$ cat config.mk
export PLATFORM = sky130hd
export DESIGN_NAME = d_kes_cs_pingpong_buffer_flat
export DESIGN_NICKNAME = d
export VERILOG_FILES = /design/src/rtl/d_kes_cs_pkg.sv /design/src/rtl/d_kes_cs_pingpong_buffer_if.sv /design/src/rtl/d_kes_cs_bank.sv /design/src/rtl/d_kes_cs_pingpong_buffer.sv /design/src/flat_wrapper.sv
export SDC_FILE = /design/constraint.sdc
export NUM_CORES = 2
export LEC_CHECK = 0
export BUFFER_PORTS_ARGS = -buffer_cell sky130_fd_sc_hd__buf_4
export CAP_MARGIN = 20
export CELL_PAD_IN_SITES_DETAIL_PLACEMENT = 1
export CELL_PAD_IN_SITES_GLOBAL_PLACEMENT = 2
export CORE_UTILIZATION = 35
export DETAILED_ROUTE_END_ITERATION = 12
export PLACE_DENSITY = 0.86
export SLEW_MARGIN = 25
export SYNTH_ARGS = -nofsm -noshare
export SYNTH_HDL_FRONTEND = slang
export SYNTH_HIERARCHICAL = 1
export SYNTH_SLANG_ARGS = --single-unit
$ cat constraint.sdc
create_clock -name i_clk -period 3.4 [get_ports i_clk]
set_input_delay 0.68 -clock i_clk [delete_from_list [all_inputs] [get_ports i_clk]]
set_output_delay 0.68 -clock i_clk [all_outputs]
set_load 0.01 [all_outputs]
$ cat src/rtl/d_kes_cs_pkg.sv
// Shared types and output-layout helpers for the KES -> Chien-search staging buffer.
package d_kes_cs_pkg;

    typedef enum logic {
        BANK_A = 1'b0,
        BANK_B = 1'b1
    } bank_sel_t;

    function automatic bank_sel_t other_bank(input bank_sel_t b);
        return (b == BANK_A) ? BANK_B : BANK_A;
    endfunction

    // Bit offset of coefficient j of chunk k in the wide ELP burst (field 0 at MSB).
    function automatic int coef_ofs(input int multi, input int gfd, input int elpc,
                                    input int j, input int k);
        return gfd * multi * (elpc - 1 - j) + gfd * k;
    endfunction

    // Bit offset of the error count of chunk k in the count burst.
    function automatic int cnt_ofs(input int mecb, input int k);
        return mecb * k;
    endfunction

endpackage

$ cat src/rtl/d_kes_cs_pingpong_buffer_if.sv
// KES write side and CS read side of the ping-pong buffer, bundled as one interface.
interface d_kes_cs_pingpong_buffer_if #(
    parameter int Multi             = 4,
    parameter int GaloisFieldDegree = 12,
    parameter int MaxErrorCountBits = 9,
    parameter int ELPCoefficients   = 15,
    parameter int ChunkNumBits      = 2
);
    logic                                                 i_exe_buf;
    logic                                                 i_kes_fail;
    logic                                                 i_buf_sequence_end;
    logic [ChunkNumBits-1:0]                              i_chunk_number;
    logic [MaxErrorCountBits-1:0]                         i_error_count;
    logic [GaloisFieldDegree*ELPCoefficients-1:0]         i_ELP_coef;
    logic                                                 i_cs_available;
    logic                                                 o_buf_available;
    logic                                                 o_drop;
    logic                                                 o_exe_cs;
    logic [Multi-1:0]                                     o_kes_sequence_end;
    logic [Multi-1:0]                                     o_kes_fail;
    logic [Multi*MaxErrorCountBits-1:0]                   o_error_count;
    logic [Multi*GaloisFieldDegree*ELPCoefficients-1:0]   o_ELP_coef;

    modport master (
        output i_exe_buf, i_kes_fail, i_buf_sequence_end, i_chunk_number,
               i_error_count, i_ELP_coef, i_cs_available,
        input  o_buf_available, o_drop, o_exe_cs, o_kes_sequence_end,
               o_kes_fail, o_error_count, o_ELP_coef
    );

    modport slave (
        input  i_exe_buf, i_kes_fail, i_buf_sequence_end, i_chunk_number,
               i_error_count, i_ELP_coef, i_cs_available,
        output o_buf_available, o_drop, o_exe_cs, o_kes_sequence_end,
               o_kes_fail, o_error_count, o_ELP_coef
    );
endinterface

$ cat src/rtl/d_kes_cs_bank.sv
// One bank of the ping-pong buffer: per-chunk slot registers plus a seal bit,
// presented already rearranged into the wide CS burst layout.
module d_kes_cs_bank
    import d_kes_cs_pkg::*;
#(
    parameter int Multi             = 4,
    parameter int GaloisFieldDegree = 12,
    parameter int MaxErrorCountBits = 9,
    parameter int ELPCoefficients   = 15,
    parameter int ChunkNumBits      = 2
) (
    input  logic                                                i_clk,
    input  logic                                                i_RESET,
    input  logic                                                i_wr,
    input  logic [ChunkNumBits-1:0]                             i_wr_slot,
    input  logic                                                i_wr_fail,
    input  logic [MaxErrorCountBits-1:0]                        i_wr_count,
    input  logic [GaloisFieldDegree*ELPCoefficients-1:0]        i_wr_coef,
    input  logic                                                i_seal,
    input  logic                                                i_clr,
    output logic                                                o_sealed,
    output logic [Multi-1:0]                                    o_en,
    output logic [Multi-1:0]                                    o_fail,
    output logic [Multi*MaxErrorCountBits-1:0]                  o_count,
    output logic [Multi*GaloisFieldDegree*ELPCoefficients-1:0]  o_coef
);
    localparam int GFD  = GaloisFieldDegree;
    localparam int ELPC = ELPCoefficients;
    localparam int MECB = MaxErrorCountBits;

    always_ff @(posedge i_clk) begin
        if (i_RESET || i_clr) o_sealed <= 1'b0;
        else if (i_seal)      o_sealed <= 1'b1;
    end

    for (genvar k = 0; k < Multi; k++) begin : g_slot
        logic                  hit;
        logic                  en_q;
        logic                  fail_q;
        logic [MECB-1:0]       cnt_q;
        logic [GFD*ELPC-1:0]   coef_q;

        assign hit = i_wr && (i_wr_slot == ChunkNumBits'(k));

        // A failed chunk still enables CS so the fail flag travels with the burst.
        always_ff @(posedge i_clk) begin
            if (i_RESET || i_clr) begin
                en_q   <= 1'b0;
                fail_q <= 1'b0;
                cnt_q  <= '0;
                coef_q <= '0;
            end else if (hit) begin
                en_q   <= i_wr_fail | (|i_wr_count);
                fail_q <= i_wr_fail;
                cnt_q  <= i_wr_fail ? '0 : i_wr_count;
                coef_q <= i_wr_fail ? '0 : i_wr_coef;
            end
        end

        assign o_en[k]   = en_q;
        assign o_fail[k] = fail_q;
        assign o_count[cnt_ofs(MECB, k) +: MECB] = cnt_q;

        for (genvar j = 0; j < ELPC; j++) begin : g_coef
            assign o_coef[coef_ofs(Multi, GFD, ELPC, j, k) +: GFD] =
                coef_q[GFD*(ELPC-j)-1 -: GFD];
        end
    end

endmodule

$ cat src/rtl/d_kes_cs_pingpong_buffer.sv
// Double-banked KES -> Chien-search staging buffer: KES fills one bank while the
// other sealed bank waits for CS, which receives it as a single registered burst.
module d_kes_cs_pingpong_buffer
    import d_kes_cs_pkg::*;
#(
    parameter int Multi             = 4,
    parameter int GaloisFieldDegree = 12,
    parameter int MaxErrorCountBits = 9,
    parameter int ELPCoefficients   = 15,
    parameter int ChunkNumBits      = 2
) (
    input  logic                             i_clk,
    input  logic                             i_RESET,
    input  logic                             i_stop_dec,
    d_kes_cs_pingpong_buffer_if.slave        bus
);
    localparam int CW = GaloisFieldDegree * ELPCoefficients;

    bank_sel_t wr_sel, rd_sel;
    logic      wr_idx, rd_idx;
    logic      rst;
    logic      buf_avail, in_rng, accept, wr, seal, drain, drop_nxt;

    logic [1:0]                                   b_sealed;
    logic [1:0][Multi-1:0]                        b_en;
    logic [1:0][Multi-1:0]                        b_fail;
    logic [1:0][Multi*MaxErrorCountBits-1:0]      b_cnt;
    logic [1:0][Multi*CW-1:0]                     b_coef;

    assign rst    = i_RESET | i_stop_dec;
    assign wr_idx = wr_sel;
    assign rd_idx = rd_sel;

    assign buf_avail = !b_sealed[wr_idx];
    assign in_rng    = int'(bus.i_chunk_number) < Multi;
    assign accept    = bus.i_exe_buf && buf_avail;
    assign wr        = accept && in_rng;
    // Sequence end seals the bank even when the slot index itself is rejected.
    assign seal      = accept && bus.i_buf_sequence_end;
    assign drain     = b_sealed[rd_idx] && bus.i_cs_available && !rst;
    assign drop_nxt  = bus.i_exe_buf && !(buf_avail && in_rng);

    assign bus.o_buf_available = buf_avail;

    always_ff @(posedge i_clk) begin
        if (rst) begin
            wr_sel <= BANK_A;
            rd_sel <= BANK_A;
        end else begin
            if (seal)  wr_sel <= other_bank(wr_sel);
            if (drain) rd_sel <= other_bank(rd_sel);
        end
    end

    for (genvar b = 0; b < 2; b++) begin : g_bank
        d_kes_cs_bank #(
            .Multi             (Multi),
            .GaloisFieldDegree (GaloisFieldDegree),
            .MaxErrorCountBits (MaxErrorCountBits),
            .ELPCoefficients   (ELPCoefficients),
            .ChunkNumBits      (ChunkNumBits)
        ) u_bank (
            .i_clk      (i_clk),
            .i_RESET    (rst),
            .i_wr       (wr && (wr_idx == 1'(b))),
            .i_wr_slot  (bus.i_chunk_number),
            .i_wr_fail  (bus.i_kes_fail),
            .i_wr_count (bus.i_error_count),
            .i_wr_coef  (bus.i_ELP_coef),
            .i_seal     (seal && (wr_idx == 1'(b))),
            .i_clr      (drain && (rd_idx == 1'(b))),
            .o_sealed   (b_sealed[b]),
            .o_en       (b_en[b]),
            .o_fail     (b_fail[b]),
            .o_count    (b_cnt[b]),
            .o_coef     (b_coef[b])
        );
    end

    // Burst registers are zero whenever no burst is being presented.
    always_ff @(posedge i_clk) begin
        if (rst || !drain) begin
            bus.o_exe_cs           <= 1'b0;
            bus.o_kes_sequence_end <= '0;
            bus.o_kes_fail         <= '0;
            bus.o_error_count      <= '0;
            bus.o_ELP_coef         <= '0;
        end else begin
            bus.o_exe_cs           <= 1'b1;
            bus.o_kes_sequence_end <= b_en[rd_idx];
            bus.o_kes_fail         <= b_fail[rd_idx];
            bus.o_error_count      <= b_cnt[rd_idx];
            bus.o_ELP_coef         <= b_coef[rd_idx];
        end
    end

    always_ff @(posedge i_clk) begin
        if (rst) bus.o_drop <= 1'b0;
        else     bus.o_drop <= drop_nxt;
    end

endmodule

$ cat src/flat_wrapper.sv
// flat-port wrapper written by rule: the top's interface ports become plain ports
module d_kes_cs_pingpong_buffer_flat import d_kes_cs_pkg::*;
#(
    parameter int Multi             = 4,
    parameter int GaloisFieldDegree = 12,
    parameter int MaxErrorCountBits = 9,
    parameter int ELPCoefficients   = 15,
    parameter int ChunkNumBits      = 2
)
  (i_clk, i_RESET, i_stop_dec, bus_i_exe_buf, bus_i_kes_fail, bus_i_buf_sequence_end, bus_i_chunk_number, bus_i_error_count, bus_i_ELP_coef, bus_i_cs_available, bus_o_buf_available, bus_o_drop, bus_o_exe_cs, bus_o_kes_sequence_end, bus_o_kes_fail, bus_o_error_count, bus_o_ELP_coef);
  d_kes_cs_pingpong_buffer_if #(.Multi(Multi), .GaloisFieldDegree(GaloisFieldDegree), .MaxErrorCountBits(MaxErrorCountBits), .ELPCoefficients(ELPCoefficients), .ChunkNumBits(ChunkNumBits)) bus_i ();
  input  logic i_clk;
  input  logic i_RESET;
  input  logic i_stop_dec;
  input wire logic [$bits(bus_i.i_exe_buf)-1:0] bus_i_exe_buf;
  input wire logic [$bits(bus_i.i_kes_fail)-1:0] bus_i_kes_fail;
  input wire logic [$bits(bus_i.i_buf_sequence_end)-1:0] bus_i_buf_sequence_end;
  input wire logic [$bits(bus_i.i_chunk_number)-1:0] bus_i_chunk_number;
  input wire logic [$bits(bus_i.i_error_count)-1:0] bus_i_error_count;
  input wire logic [$bits(bus_i.i_ELP_coef)-1:0] bus_i_ELP_coef;
  input wire logic [$bits(bus_i.i_cs_available)-1:0] bus_i_cs_available;
  output wire logic [$bits(bus_i.o_buf_available)-1:0] bus_o_buf_available;
  output wire logic [$bits(bus_i.o_drop)-1:0] bus_o_drop;
  output wire logic [$bits(bus_i.o_exe_cs)-1:0] bus_o_exe_cs;
  output wire logic [$bits(bus_i.o_kes_sequence_end)-1:0] bus_o_kes_sequence_end;
  output wire logic [$bits(bus_i.o_kes_fail)-1:0] bus_o_kes_fail;
  output wire logic [$bits(bus_i.o_error_count)-1:0] bus_o_error_count;
  output wire logic [$bits(bus_i.o_ELP_coef)-1:0] bus_o_ELP_coef;
  assign bus_i.i_exe_buf = bus_i_exe_buf;
  assign bus_i.i_kes_fail = bus_i_kes_fail;
  assign bus_i.i_buf_sequence_end = bus_i_buf_sequence_end;
  assign bus_i.i_chunk_number = bus_i_chunk_number;
  assign bus_i.i_error_count = bus_i_error_count;
  assign bus_i.i_ELP_coef = bus_i_ELP_coef;
  assign bus_i.i_cs_available = bus_i_cs_available;
  assign bus_o_buf_available = bus_i.o_buf_available;
  assign bus_o_drop = bus_i.o_drop;
  assign bus_o_exe_cs = bus_i.o_exe_cs;
  assign bus_o_kes_sequence_end = bus_i.o_kes_sequence_end;
  assign bus_o_kes_fail = bus_i.o_kes_fail;
  assign bus_o_error_count = bus_i.o_error_count;
  assign bus_o_ELP_coef = bus_i.o_ELP_coef;
  d_kes_cs_pingpong_buffer #(.Multi(Multi), .GaloisFieldDegree(GaloisFieldDegree), .MaxErrorCountBits(MaxErrorCountBits), .ELPCoefficients(ELPCoefficients), .ChunkNumBits(ChunkNumBits)) u_core (.i_clk(i_clk), .i_RESET(i_RESET), .i_stop_dec(i_stop_dec), .bus(bus_i));
endmodule
-- Yosys cells after proc, flatten, opt, wreduce, memory -nomap -nowiden
Cells that the tools add are included.
- bitwise operators: 4
- div/mod/pow operators: 0
- multipliers: 0
- magnitude comparators: 2
- shift-type cells: 0
- reduce and logical (&&, ||, !) cells: 27
- add/sub/neg operators: 0
- equality and inequality tests: 3
- muxes and demuxes: 17
- operator list (cell ; number):
    two-way mux 720 bit ; 2
    two-way mux 180 bit ; 1
    two-way mux 36 bit ; 2
    logical AND 1 bit ; 19
    two-way mux 4 bit ; 4
    two-way mux 9 bit ; 1
    OR reduction 9 bit ; 1
    two-way mux 1 bit ; 7
    equality test 2 bit, second input constant ; 2
    less-than comparator 1 x 2 -> 1 bit, second input constant ; 2
    zero test 1 bit ; 3
    logical OR 1 bit ; 3
    equality test 2 x 1 -> 1 bit, second input constant ; 1
    zero test 2 bit ; 1
    inverter 1 bit ; 2
    OR 1 bit ; 2
- output and inout port bits: 767
- bits in read-only memories: 0
- bits in latches: 0
- input port bits: 198
- logic and storage cells: 95
- memory bits (writable): 0
- register bits after elaboration: 2298
- memories kept: 0

-- Depth between registers and ports, before layout
- word-level depth: 7
- depth in mapped cells: 9
- gate-level depth less buffers: 4

-- By module
The synthesis kept the hierarchy.
- modules (own cells, without submodules) (module ; cells an instance ; sequential area each (um^2) ; area each (um^2) ; instances):
    d_kes_cs_bank ; 3541 ; 15314.7 ; 27512.6 ; 2
    d_kes_cs_pingpong_buffer ; 1720 ; 15374.7 ; 23612.6 ; 1

-- Worst setup path after synthesis
No wires, ideal clock.
- kind: input to register
- start point: input i_stop_dec
- end point: register u_core.g_bank[0].u_bank.g_slot[0].coef_q[115]
- arrival: 2.577 ns
- buffers on the path: 5
- cell stages on the path: 9
- setup time: 0.132 ns
- data required time: 3.268 ns
- path slack: 0.691 ns
- path through: or3b_4 -> nor3b_2 -> buf_6 -> buf_2 -> or2_2 -> buf_2 -> clkbuf_1 -> clkbuf_1 -> a21oi_1
- longest elaborated chain between the ends: 5
- ends and longest elaborated chain (element ; RTL line ; RTL):
    from (decl) ; flat_wrapper.sv:14 ; input logic i_stop_dec;
    OR 1 bit * ; d_kes_cs_pingpong_buffer.sv:30 ; assign rst = i_RESET | i_stop_dec;
    zero test 1 bit ; d_kes_cs_pingpong_buffer.sv:40 ; assign drain = b_sealed[rd_idx] && bus.i_cs_available && !rst;
    logical AND 1 bit ; d_kes_cs_pingpong_buffer.sv:40 ;
    logical AND 1 bit ; d_kes_cs_pingpong_buffer.sv:71 ; .i_clr (drain && (rd_idx == 1'(b))),
    logical OR 1 bit * ; d_kes_cs_bank.sv:47 ; if (i_RESET || i_clr) begin
    to (signal assigned) ; d_kes_cs_bank.sv:56 ; coef_q <= i_wr_fail ? '0 : i_wr_coef;
    to (decl) ; d_kes_cs_bank.sv:41 ; logic [GFD*ELPC-1:0] coef_q;
Mark *: on every way between the ends. The rest lies on a longest branch, timed or not.
A chain may end at the register's enable or synchronous reset.

-- Worst setup path in the final report
- start point: register u_core.wr_sel (netlist: u_core/wr_idx)
- end point: output bus_o_buf_available
- longest elaborated chain between the ends: 3
- ends and longest elaborated chain (element ; RTL line ; RTL):
    from (decl) ; d_kes_cs_pingpong_buffer.sv:19 ; bank_sel_t wr_sel, rd_sel;
    from (signal assigned) ; d_kes_cs_pingpong_buffer.sv:50 ; if (seal) wr_sel <= other_bank(wr_sel);
    two-way mux 1 bit (not written as such) (2 in a row) ; d_kes_cs_pingpong_buffer.sv:34 ; assign buf_avail = !b_sealed[wr_idx];
    zero test 1 bit ; d_kes_cs_pingpong_buffer.sv:34 ;
    to (decl) ; flat_wrapper.sv:22 ; output wire logic [$bits(bus_i.o_buf_available)-1:0] bus_o_buf_available;
No other way between the ends. The select of a mux whose other input is x is not followed.

==> impl_metrics.yaml <==
clocking:
  path_clk_slew_ps: 60
  post_cts_resized: 0
  h-tree-depth: 4
  cts_setup_buffers: 0
  clock_sinks: 2298
  root_buffer: "clkbuf_16"
  clockBufferDepth: 3
  cts_tree: "built"
  cts_buffers: 237
  clk-insertion-delay-late_ps: 930
yosys:
  ys_seq_elements: 2298
  synthXorXnorAreaFrac_pct: 0
  synth_top_family_by_area: "compound AO/OA/AOI/OAI gates"
  seq_area_frac_synth_pct: 58.5
  yosysUniqueCellTypes: 32
  synthMuxAreaShare_pct: 0.0127
  synth_fa_ha_area_share_pct: 0
  yosys.area_share.simple_pct: 18.0
  synth_area_um2: 78600
  avgSynthCellArea_um2: 8.93
  synth_cells: 8802
  synth-compound-area-share_pct: 18.3
  ys_warn_count: 6
  syn_nets: 9000
run_status:
  status: "finished, final reports clean"
routing:
  viasPerCell: 5.32
  drtIter0Drc: 4474
  wire_per_inst_um: 26.2
  routed_wl_mm: 332
  antenna_left: 0
  drc: 0
  vias: 67300
  first_pass_iters: 6
power:
  p_per_area_nw_per_um2: 580
  p_leak_nw: 34.3
  p_total_mw: 55.9
  ir_drop_mv: 0.491
hold_path:
  hp-class: "in -> reg"
timing:
  setup_slack_ps: 813
  fin_skew_ps: 89.9
  max_slew_margin_pct: 39.2
  rsz0062_at_grt: "no"
  period_minus_slack_ps: 2590
  setup_tns_ps: 0
  worst_slew_pin_slew_ps: 911
  fmax_mhz: 387
  hold_viol_final: 0
  maxSlewViolCount: 0
  fin_crit_sh_pct: 76.1
  final-setup-viol-count: 0
floorplanning:
  initial_core_util_pct: 35.3
  die_h_um: 476
  pin_count: 965
  die-width_um: 476
  rows: 173
  die_area_um2: 227000
  core_um2: 223000
global_route:
  antenna_found_initial: 35
  track_usage_pct: 28.3
  grt_max_degree: 151
  grt_pass1_wl_mm: 474
  grt_overflow: 0
  first_global_vias: 69100
finish:
  final_common_cell: "nand2_1"
  fin_nets: 9656
  nFillCells: 25400
  layout-drive-gt1-share_pct: 16.0
  final_cell_mix: "3044 x nand2_1, 2298 x dfxtp_1, 1521 x a21oi_1, 1051 x buf_4, 764 x a22o_1"
  final_cells: 12700
  utilization_pct: 43.3
  areaGrowthSynthToFinish_pct: 22.6
worst_setup_path:
  cp.required_ps: 2720
  path_max_fanout: 6
  path_class: "reg -> out"
  cp_data_arrival_time_ps: 1910
  crit_path_start_kind: "register"
  endpoint_kind: "output pin"
place:
  dp_cells: 12200
  dp_hpwl_mm: 203
  port-buffer-count: 964
  place_congestion: 0.852
  place_ws_ps: 553
job:
  cap_violations: 0
[flip-flops by register name, summed over array words and instances (netlist names)]
| signal | count |
|---|---|
| u_core/g_bank.u_bank/g_slot.coef_q | 1440 |
| u_core/bus.o_ELP_coef | 720 |
| u_core/g_bank.u_bank/g_slot.cnt_q | 72 |
| u_core/bus.o_error_count | 36 |
| u_core/g_bank.u_bank/g_slot.en_q | 8 |
| u_core/g_bank.u_bank/g_slot.fail_q | 8 |
| u_core/bus.o_kes_fail | 4 |
| u_core/bus.o_kes_sequence_end | 4 |
| u_core/g_bank.u_bank/o_sealed | 2 |
| u_core/bus.o_drop | 1 |
| u_core/bus.o_exe_cs | 1 |
| u_core/rd_idx | 1 |
| u_core/wr_idx | 1 |
[repair_timing]
action	in CTS	in global routing
hold buffers	1	0
setup endpoints to repair	0	0
endpoints found under the hold margin	1	0
[area by class of cell]
class                      instances  area [um^2]  share of cell area, %
antenna                           29         72.6                 0.0753
clock buffer                     355         6940                   7.20
clock inverter                    81         1110                   1.15
inverter                           1         3.75                0.00389
multi-input combinational       5764        28600                   29.6
sequential                      2298        46000                   47.7
tap                             2975         3720                   3.86
timing repair buffer            1156         9980                   10.3
[cells in the mapped netlist (all sizes together)]
library cell | number | area, um^2
and4b | 1 | 10.0
nor2b | 378 | 2360
a22o | 764 | 6690
or2 | 3 | 18.8
and3 | 2 | 12.5
nand2 | 3044 | 11400
a311oi | 1 | 8.76
a211oi | 8 | 60.1
nand3 | 2 | 10.0
nor4 | 2 | 25.0
a21oi | 1521 | 7610
inv | 1 | 3.75
mux2i | 1 | 10.0
and3b | 5 | 43.8
nand3b | 4 | 30.0
nor4bb | 1 | 10.0
clkbuf | 286 | 1070
or4 | 4 | 30.0
buf | 453 | 3050
o21ai | 1 | 5.00
dfxtp | 2298 | 46000
nor3b | 4 | 45.1
or3b | 3 | 28.8
nor2 | 15 | 63.8
[report_power, final]
group / leakage (nW) / switching [mW] / internal [mW]
Clock: 3.94 / 11.5 / 15.2
Combinational: 11.9 / 1.57 / 0.543
Sequential: 18.5 / 0.0453 / 27.0
Total: 34.3 / 13.1 / 42.8
[worst paths after layout]
kind                                                                      to  depth (start not counted)  slack (ps)                                        from
worst max-delay path                                     bus_o_buf_available                          2         810                               u_core/wr_idx
worst min register to register                  u_core/bus.o_error_count[21]                          1         420  u_core/g_bank[1].u_bank/g_slot[2].cnt_q[3]
worst min-delay path                                       u_core/bus.o_drop                          3         120                               bus_i_exe_buf
worst max register to register  u_core/g_bank[1].u_bank/g_slot[0].coef_q[10]                          5         940            u_core/g_bank[1].u_bank/o_sealed
[per-layer routing]
layer / share of wire [%] / GRT usage [%]
met1: 42 / 35.1
met2: 46 / 44.9
met3: 8.1 / 8.19
met4: 4.5 / 13.2
met5: 0.032 / 0
[worst max-delay path, cell delays in order (launching register included)]
cell     delay (ps)
dfxtp_1         430
mux2i_1         430
buf_4           200
[metrics by stage]
stage               cell area, um^2  hold slack [ps]
floorplan                     78600              436
global placement              88300              439
detailed placement            88300              446
CTS                           96300             34.4
global route                  96400             78.7
finish                        96400              117
[cell families after synthesis]
| group | after synthesis |
|---|---|
| buffers and inverters | 740 |
| AO/OA/AOI/OAI | 2295 |
| multiplexers | 1 |
| flip-flops | 2298 |
| AND/OR/NAND/NOR | 3468 |
Power figures use the tool's default switching activity.
